### src/rtl/sin_cos_phase_detect.sv
// Iterative vectoring-mode CORDIC: signed sin/cos pair in, phase (turns, 2^WIDTH per circle) and magnitude out.
// Define MAG_COMP_EN to add one clock that scales the magnitude by 1/K so mag ~ sqrt(sin^2+cos^2).
module sin_cos_phase_detect #(
    parameter int WIDTH = 24,
    parameter int ITER  = 20
) (
    input  logic             clk,
    input  logic             reset,
    input  logic             in_valid,
    output logic             in_ready,
    input  logic [WIDTH-1:0] sin,
    input  logic [WIDTH-1:0] cos,
    output logic             out_valid,
    input  logic             out_ready,
    output logic [WIDTH-1:0] phase,
    output logic [WIDTH:0]   mag
);
    localparam int XW = WIDTH + 2;
    localparam int CW = $clog2(ITER + 1);
    localparam int SH = 32 - WIDTH;

    // atan(2^-i) in 2^32-per-turn units; narrowed with rounding to WIDTH bits
    localparam logic [31:0] ATAN32 [32] = '{
        32'h2000_0000, 32'h12E4_051E, 32'h09FB_385B, 32'h0511_11D4,
        32'h028B_0D43, 32'h0145_D7E1, 32'h00A2_F61E, 32'h0051_7C55,
        32'h0028_BE53, 32'h0014_5F2F, 32'h000A_2F98, 32'h0005_17CC,
        32'h0002_8BE6, 32'h0001_45F3, 32'h0000_A2FA, 32'h0000_517D,
        32'h0000_28BE, 32'h0000_145F, 32'h0000_0A30, 32'h0000_0518,
        32'h0000_028C, 32'h0000_0146, 32'h0000_00A3, 32'h0000_0051,
        32'h0000_0029, 32'h0000_0014, 32'h0000_000A, 32'h0000_0005,
        32'h0000_0003, 32'h0000_0001, 32'h0000_0001, 32'h0000_0000
    };

    function automatic logic [WIDTH-1:0] atan_lut(input logic [4:0] i);
        logic [32:0] r;
        r = ({1'b0, ATAN32[i]} + ((33'd1 << SH) >> 1)) >> SH;
        return r[WIDTH-1:0];
    endfunction

    typedef enum logic [1:0] {
        IDLE,
        ROT,
`ifdef MAG_COMP_EN
        COMP,
`endif
        DONE
    } state_t;

    state_t                 state, state_nxt;
    logic signed [XW-1:0]   x, y, x_nxt, y_nxt, dx, dy, cos_x, sin_x;
    logic [WIDTH-1:0]       z, z_nxt, at;
    logic [CW-1:0]          cnt;
    logic                   zero;
    logic                   accept, last;

    assign in_ready  = (state == IDLE) && !reset;
    assign out_valid = (state == DONE);
    assign accept    = in_valid && in_ready;
    assign last      = (cnt == CW'(ITER - 1));
    assign cos_x     = {{2{cos[WIDTH-1]}}, cos};
    assign sin_x     = {{2{sin[WIDTH-1]}}, sin};

    // one micro-rotation steering y toward zero; x only ever grows
    always_comb begin
        dx = x >>> cnt;
        dy = y >>> cnt;
        at = atan_lut(5'(cnt));
        if (y[XW-1]) begin
            x_nxt = x - dy;
            y_nxt = y + dx;
            z_nxt = z - at;
        end else begin
            x_nxt = x + dy;
            y_nxt = y - dx;
            z_nxt = z + at;
        end
    end

`ifdef MAG_COMP_EN
    localparam logic [16:0] KMAG = 17'd39797;
    logic [XW+16:0] prod;
    logic [WIDTH:0] mag_c;
    assign prod  = {17'b0, x} * {{XW{1'b0}}, KMAG};
    assign mag_c = (WIDTH+1)'(prod >> 16);
`endif

    always_comb begin
        state_nxt = state;
        case (state)
            IDLE: if (accept) state_nxt = ROT;
`ifdef MAG_COMP_EN
            ROT:  if (last) state_nxt = COMP;
            COMP: state_nxt = DONE;
`else
            ROT:  if (last) state_nxt = DONE;
`endif
            DONE: if (out_ready) state_nxt = IDLE;
            default: state_nxt = IDLE;
        endcase
    end

    always_ff @(posedge clk) begin
        if (reset) state <= IDLE;
        else       state <= state_nxt;
    end

    always_ff @(posedge clk) begin
        if (reset) begin
            x     <= '0;
            y     <= '0;
            z     <= '0;
            cnt   <= '0;
            zero  <= 1'b0;
            phase <= '0;
            mag   <= '0;
        end else begin
            case (state)
                IDLE: if (accept) begin
                    zero <= (sin == '0) && (cos == '0);
                    cnt  <= '0;
                    // left half-plane: rotate by pi so CORDIC only sees x >= 0
                    if (cos[WIDTH-1]) begin
                        x <= -cos_x;
                        y <= -sin_x;
                        z <= {1'b1, {(WIDTH-1){1'b0}}};
                    end else begin
                        x <= cos_x;
                        y <= sin_x;
                        z <= '0;
                    end
                end
                ROT: begin
                    x   <= x_nxt;
                    y   <= y_nxt;
                    z   <= z_nxt;
                    cnt <= cnt + CW'(1);
`ifndef MAG_COMP_EN
                    if (last) begin
                        phase <= zero ? '0 : z_nxt;
                        mag   <= zero ? '0 : x_nxt[WIDTH:0];
                    end
`endif
                end
`ifdef MAG_COMP_EN
                COMP: begin
                    phase <= zero ? '0 : z;
                    mag   <= zero ? '0 : mag_c;
                end
`endif
                default: ;
            endcase
        end
    end
endmodule

### config.mk
export PLATFORM = sky130hd
export DESIGN_NAME = sin_cos_phase_detect
export DESIGN_NICKNAME = d
export VERILOG_FILES = /design/src/rtl/sin_cos_phase_detect.sv
export SDC_FILE = /design/constraint.sdc
export NUM_CORES = 1
export LEC_CHECK = 0
export ABC_AREA = 0
export CAP_MARGIN = 20
export CORE_MARGIN = 8
export CORE_UTILIZATION = 66
export CTS_CLUSTER_SIZE = 10
export DETAILED_ROUTE_END_ITERATION = 7
export PLACE_DENSITY = 0.88
export SLEW_MARGIN = 10
export SYNTH_ARGS = -nofsm -noshare
export SYNTH_HDL_FRONTEND = slang
export SYNTH_SLANG_ARGS = --single-unit
### constraint.sdc
create_clock -name clk -period 12.9 [get_ports clk]
set_clock_uncertainty 0.2 [all_clocks]
set_input_delay 3.87 -clock clk [delete_from_list [all_inputs] [get_ports clk]]
set_output_delay 3.87 -clock clk [all_outputs]
set_load 0.02 [all_outputs]
==> impl_metrics.py <==
metrics = {
    "die": {
        "start_util": 0.672,
        "ios": 103,
        "coreArea_um2": 22600,
        "die_h_um": 168,
        "die-area_um2": 28200,
        "die_w_um": 168,
        "row_count": 55,
    },
    "pwr": {
        "p_int_w": 0.00214,
        "switching_power_w": 0.00234,
        "peakVddDrop_mv": 0.174,
        "switching_share": 0.522,
        "seqPwrFrac": 0.151,
        "combinationalPowerShare": 0.735,
        "pwr-share-clk": 0.115,
        "power_density_nw_per_um2": 270,
        "leakage_nw": 6.37,
    },
    "route": {
        "top_layer": "met4",
        "vias": 15800,
        "drc_errors": 0,
        "met3_length_um": 5020,
        "dr_wl_met2_um": 22200,
        "viasPerCell": 7.06,
        "final_antenna_net_count": 0,
        "drt_iter0_drc": 2024,
        "wire_per_inst_um": 21.6,
        "dr.pass1.iters": 6,
        "wl_um": 48600,
        "wl_met1_um": 18600,
    },
    "finish": {
        "utilization": 0.732,
        "layout-drive-gt1-share": 0.0887,
        "finalNetCount": 2091,
        "nFillCells": 1785,
        "diodes": 0,
        "syn_to_final_growth_pct": 8.92,
    },
    "worst_hold_path": {
        "whs_endpoint": "z[3]$_SDFFE_PP0P_",
        "hp-class": "register to register",
        "min_path_cells": 2,
        "hold_path_startpoint": "z[3]$_SDFFE_PP0P_",
    },
    "timing": {
        "finalCriticalPeriod_ns": 9.52,
        "worstMarginPinSlew_ns": 1.19,
        "hold_viol_final": 0,
        "maxSlewHeadroom": 0.202,
        "fin_tns_setup_ns": 0,
        "rsz0062_at_grt": "false",
        "finalMaxSlewViolations": 0,
        "finalCritPeriodShare": 0.738,
        "max_freq_mhz": 105,
        "setup_viol": 0,
    },
    "synth": {
        "muxShareOfSynthArea": 0.118,
        "synthSimpleGateAreaFrac": 0.219,
        "synth_cell_types": 104,
        "synth_edf_count": 0,
        "synthCells": 1942,
        "synth_top_family_by_area": "compound AO/OA/AOI/OAI gates",
        "yosysMostFrequentCell": "nor2_1",
        "yosysSeqAreaShare": 0.175,
        "post_synth.cell_area_avg_um2": 7.84,
        "synthFlopType": "dfxtp_1",
        "synth_compound_area_frac": 0.261,
        "ys_warn_count": 0,
        "synth_fa_ha_area_frac": 0.0763,
        "synth_top_area_share": 0.175,
        "synthTopCellsByArea": "dfxtp_1, ha_1, mux4_2",
        "async_flop_share": 0,
        "ys_ff_latch": 133,
        "ys_top_cells_by_count": "nor2_1, a21oi_1, nand2_1",
        "syn-num-nets": 2085,
        "synth-xor-area-share": 0.0892,
        "syn_area_um2": 15200,
        "yosysTopAreaCell": "dfxtp_1",
    },
    "clocking": {
        "clk_path_buf_depth": 2,
        "holdBufCountCts": 0,
        "clock-sinks": 133,
        "path_clk_slew_ns": 0.07,
        "root_buffer": "clkbuf_16",
        "ctsResizeCount": 0,
        "post_cts_buffers": 0,
        "h-tree-depth": 4,
        "clk_latency_ns": 0.44,
        "cts_buffers": 17,
        "cts_tree": "built",
    },
    "critical_path": {
        "path_class": "primary input to primary output",
        "cp.required_ns": 8.83,
        "r2r-start": "cnt[0]$_SDFFE_PP0P_",
        "critical_path_arrival_ns": 5.45,
        "cp-start-kind": "primary input",
        "crit_start": "reset",
        "reg2reg_setup_slack_ns": 5.00,
        "endpoint_kind": "primary output",
        "reg2reg_to": "z[23]$_SDFFE_PP0P_",
        "reg2reg_depth": 26,
        "cp_max_fo": 62,
    },
    "placed_design": {
        "dp.final_hpwl_um": 34400,
        "gp_congestion": 0.999,
        "io_buffers": 102,
    },
    "grt": {
        "grt_pass1_vias": 14900,
        "grt_use_total": 0.334,
        "grt_pass1_wl_um": 78200,
        "grt_max_degree": 88,
        "grt_overflow": 0,
        "antenna_found_initial": 0,
    },
    "run_status": {
        "status": "completed",
    },
    "flow_run": {
        "maxCapViolCount": 0,
    },
}
-- power by group through the flow --
| stage | registers [W] | clock network (W) | logic [W] |
|---|---|---|---|
| 3_3_place_gp | 0.000662 | 0 | 0.00309 |
| 6_report | 0.000675 | 0.000513 | 0.00329 |
| 3_5_place_dp | 0.000668 | 0 | 0.00318 |
| 2_1_floorplan | 0.000587 | 0 | 0.00254 |
| 4_1_cts | 0.000662 | 0.000512 | 0.00322 |
| 5_1_grt | 0.000681 | 0.000524 | 0.00358 |
-- kinds of logic after synthesis --
family / after synthesis
flops: 133
simple gates: 680
xor+xnor: 155
mux: 110
fa+ha+maj: 91
buf+inv: 178
compound gates: 595
-- how the worst max path moves through the flow --
stage                     endpoint  slack [ns]  cells past startpoint
after detailed placement  in_ready        3.45                      3
after global placement    in_ready        3.44                      3
after floorplan           in_ready        4.26                      2
after CTS                 in_ready        3.46                      3
final                     in_ready        3.38                      3
after global routing      in_ready        3.35                      3
-- routing by layer --
layer | vias to the layer above | global-route usage
met5 | - | 0
met4 | 0 | 0.174
met3 | 222 | 0.0702
met2 | 1002 | 0.547
met1 | 7384 | 0.408
li1 | 7241 | -
-- sequential cells by signal (all words and copies together) (netlist names) --
| name | cells |
|---|---|
| cnt | 5 |
| mag | 25 |
| phase | 24 |
| state | 2 |
| x | 26 |
| y | 26 |
| z | 24 |
| zero | 1 |
-- layout make-up --
| class | count | area, um^2 | share of cell area |
|---|---|---|---|
| Tap cell | 285 | 357 | 0.0215 |
| Inverter | 42 | 158 | 0.00951 |
| Multi-Input combinational cell | 1631 | 11600 | 0.702 |
| Clock inverter | 15 | 161 | 0.00973 |
| Timing Repair Buffer | 123 | 1180 | 0.0709 |
| Sequential cell | 133 | 2670 | 0.161 |
| Clock buffer | 17 | 425 | 0.0257 |
-- per-stage QoR --
stage               cells  setup WS (ns)  hold slack (ns)  instance area, um^2  total power (W)
floorplan            1942           4.26            0.246                15200          0.00313
global placement     2214           3.44            0.257                16000          0.00375
detailed placement   2214           3.45            0.266                16000          0.00384
CTS                  2246           3.46            0.275                16600          0.00439
global route         2246           3.35            0.289                16600          0.00479
finish               2246           3.38            0.275                16600          0.00448
-- worst max-delay path: stages --
cell             delay [ns]
buf_4                  0.30
nor3_1                 0.51
clkdlybuf4s50_1        0.71
-- cell usage in the layout, fill, tap and decap left out, types with 22 or more instances in the layout --
master and count:
mux2i_1 40, or3_1 26, xnor2_1 83, a21oi_1 161, nand2b_1 31, nand2_1 151
nor2_1 228, inv_1 42, clkdlybuf4s50_1 101, a21o_1 32, dfxtp_1 128, buf_4 22
a211oi_1 45, ha_1 88, a31oi_1 23, nor2b_1 28, mux4_2 46, xor2_1 72
a22oi_1 43, nand3_1 55, o21ai_0 102, nor3_1 48
Power figures use the tool's default switching activity.
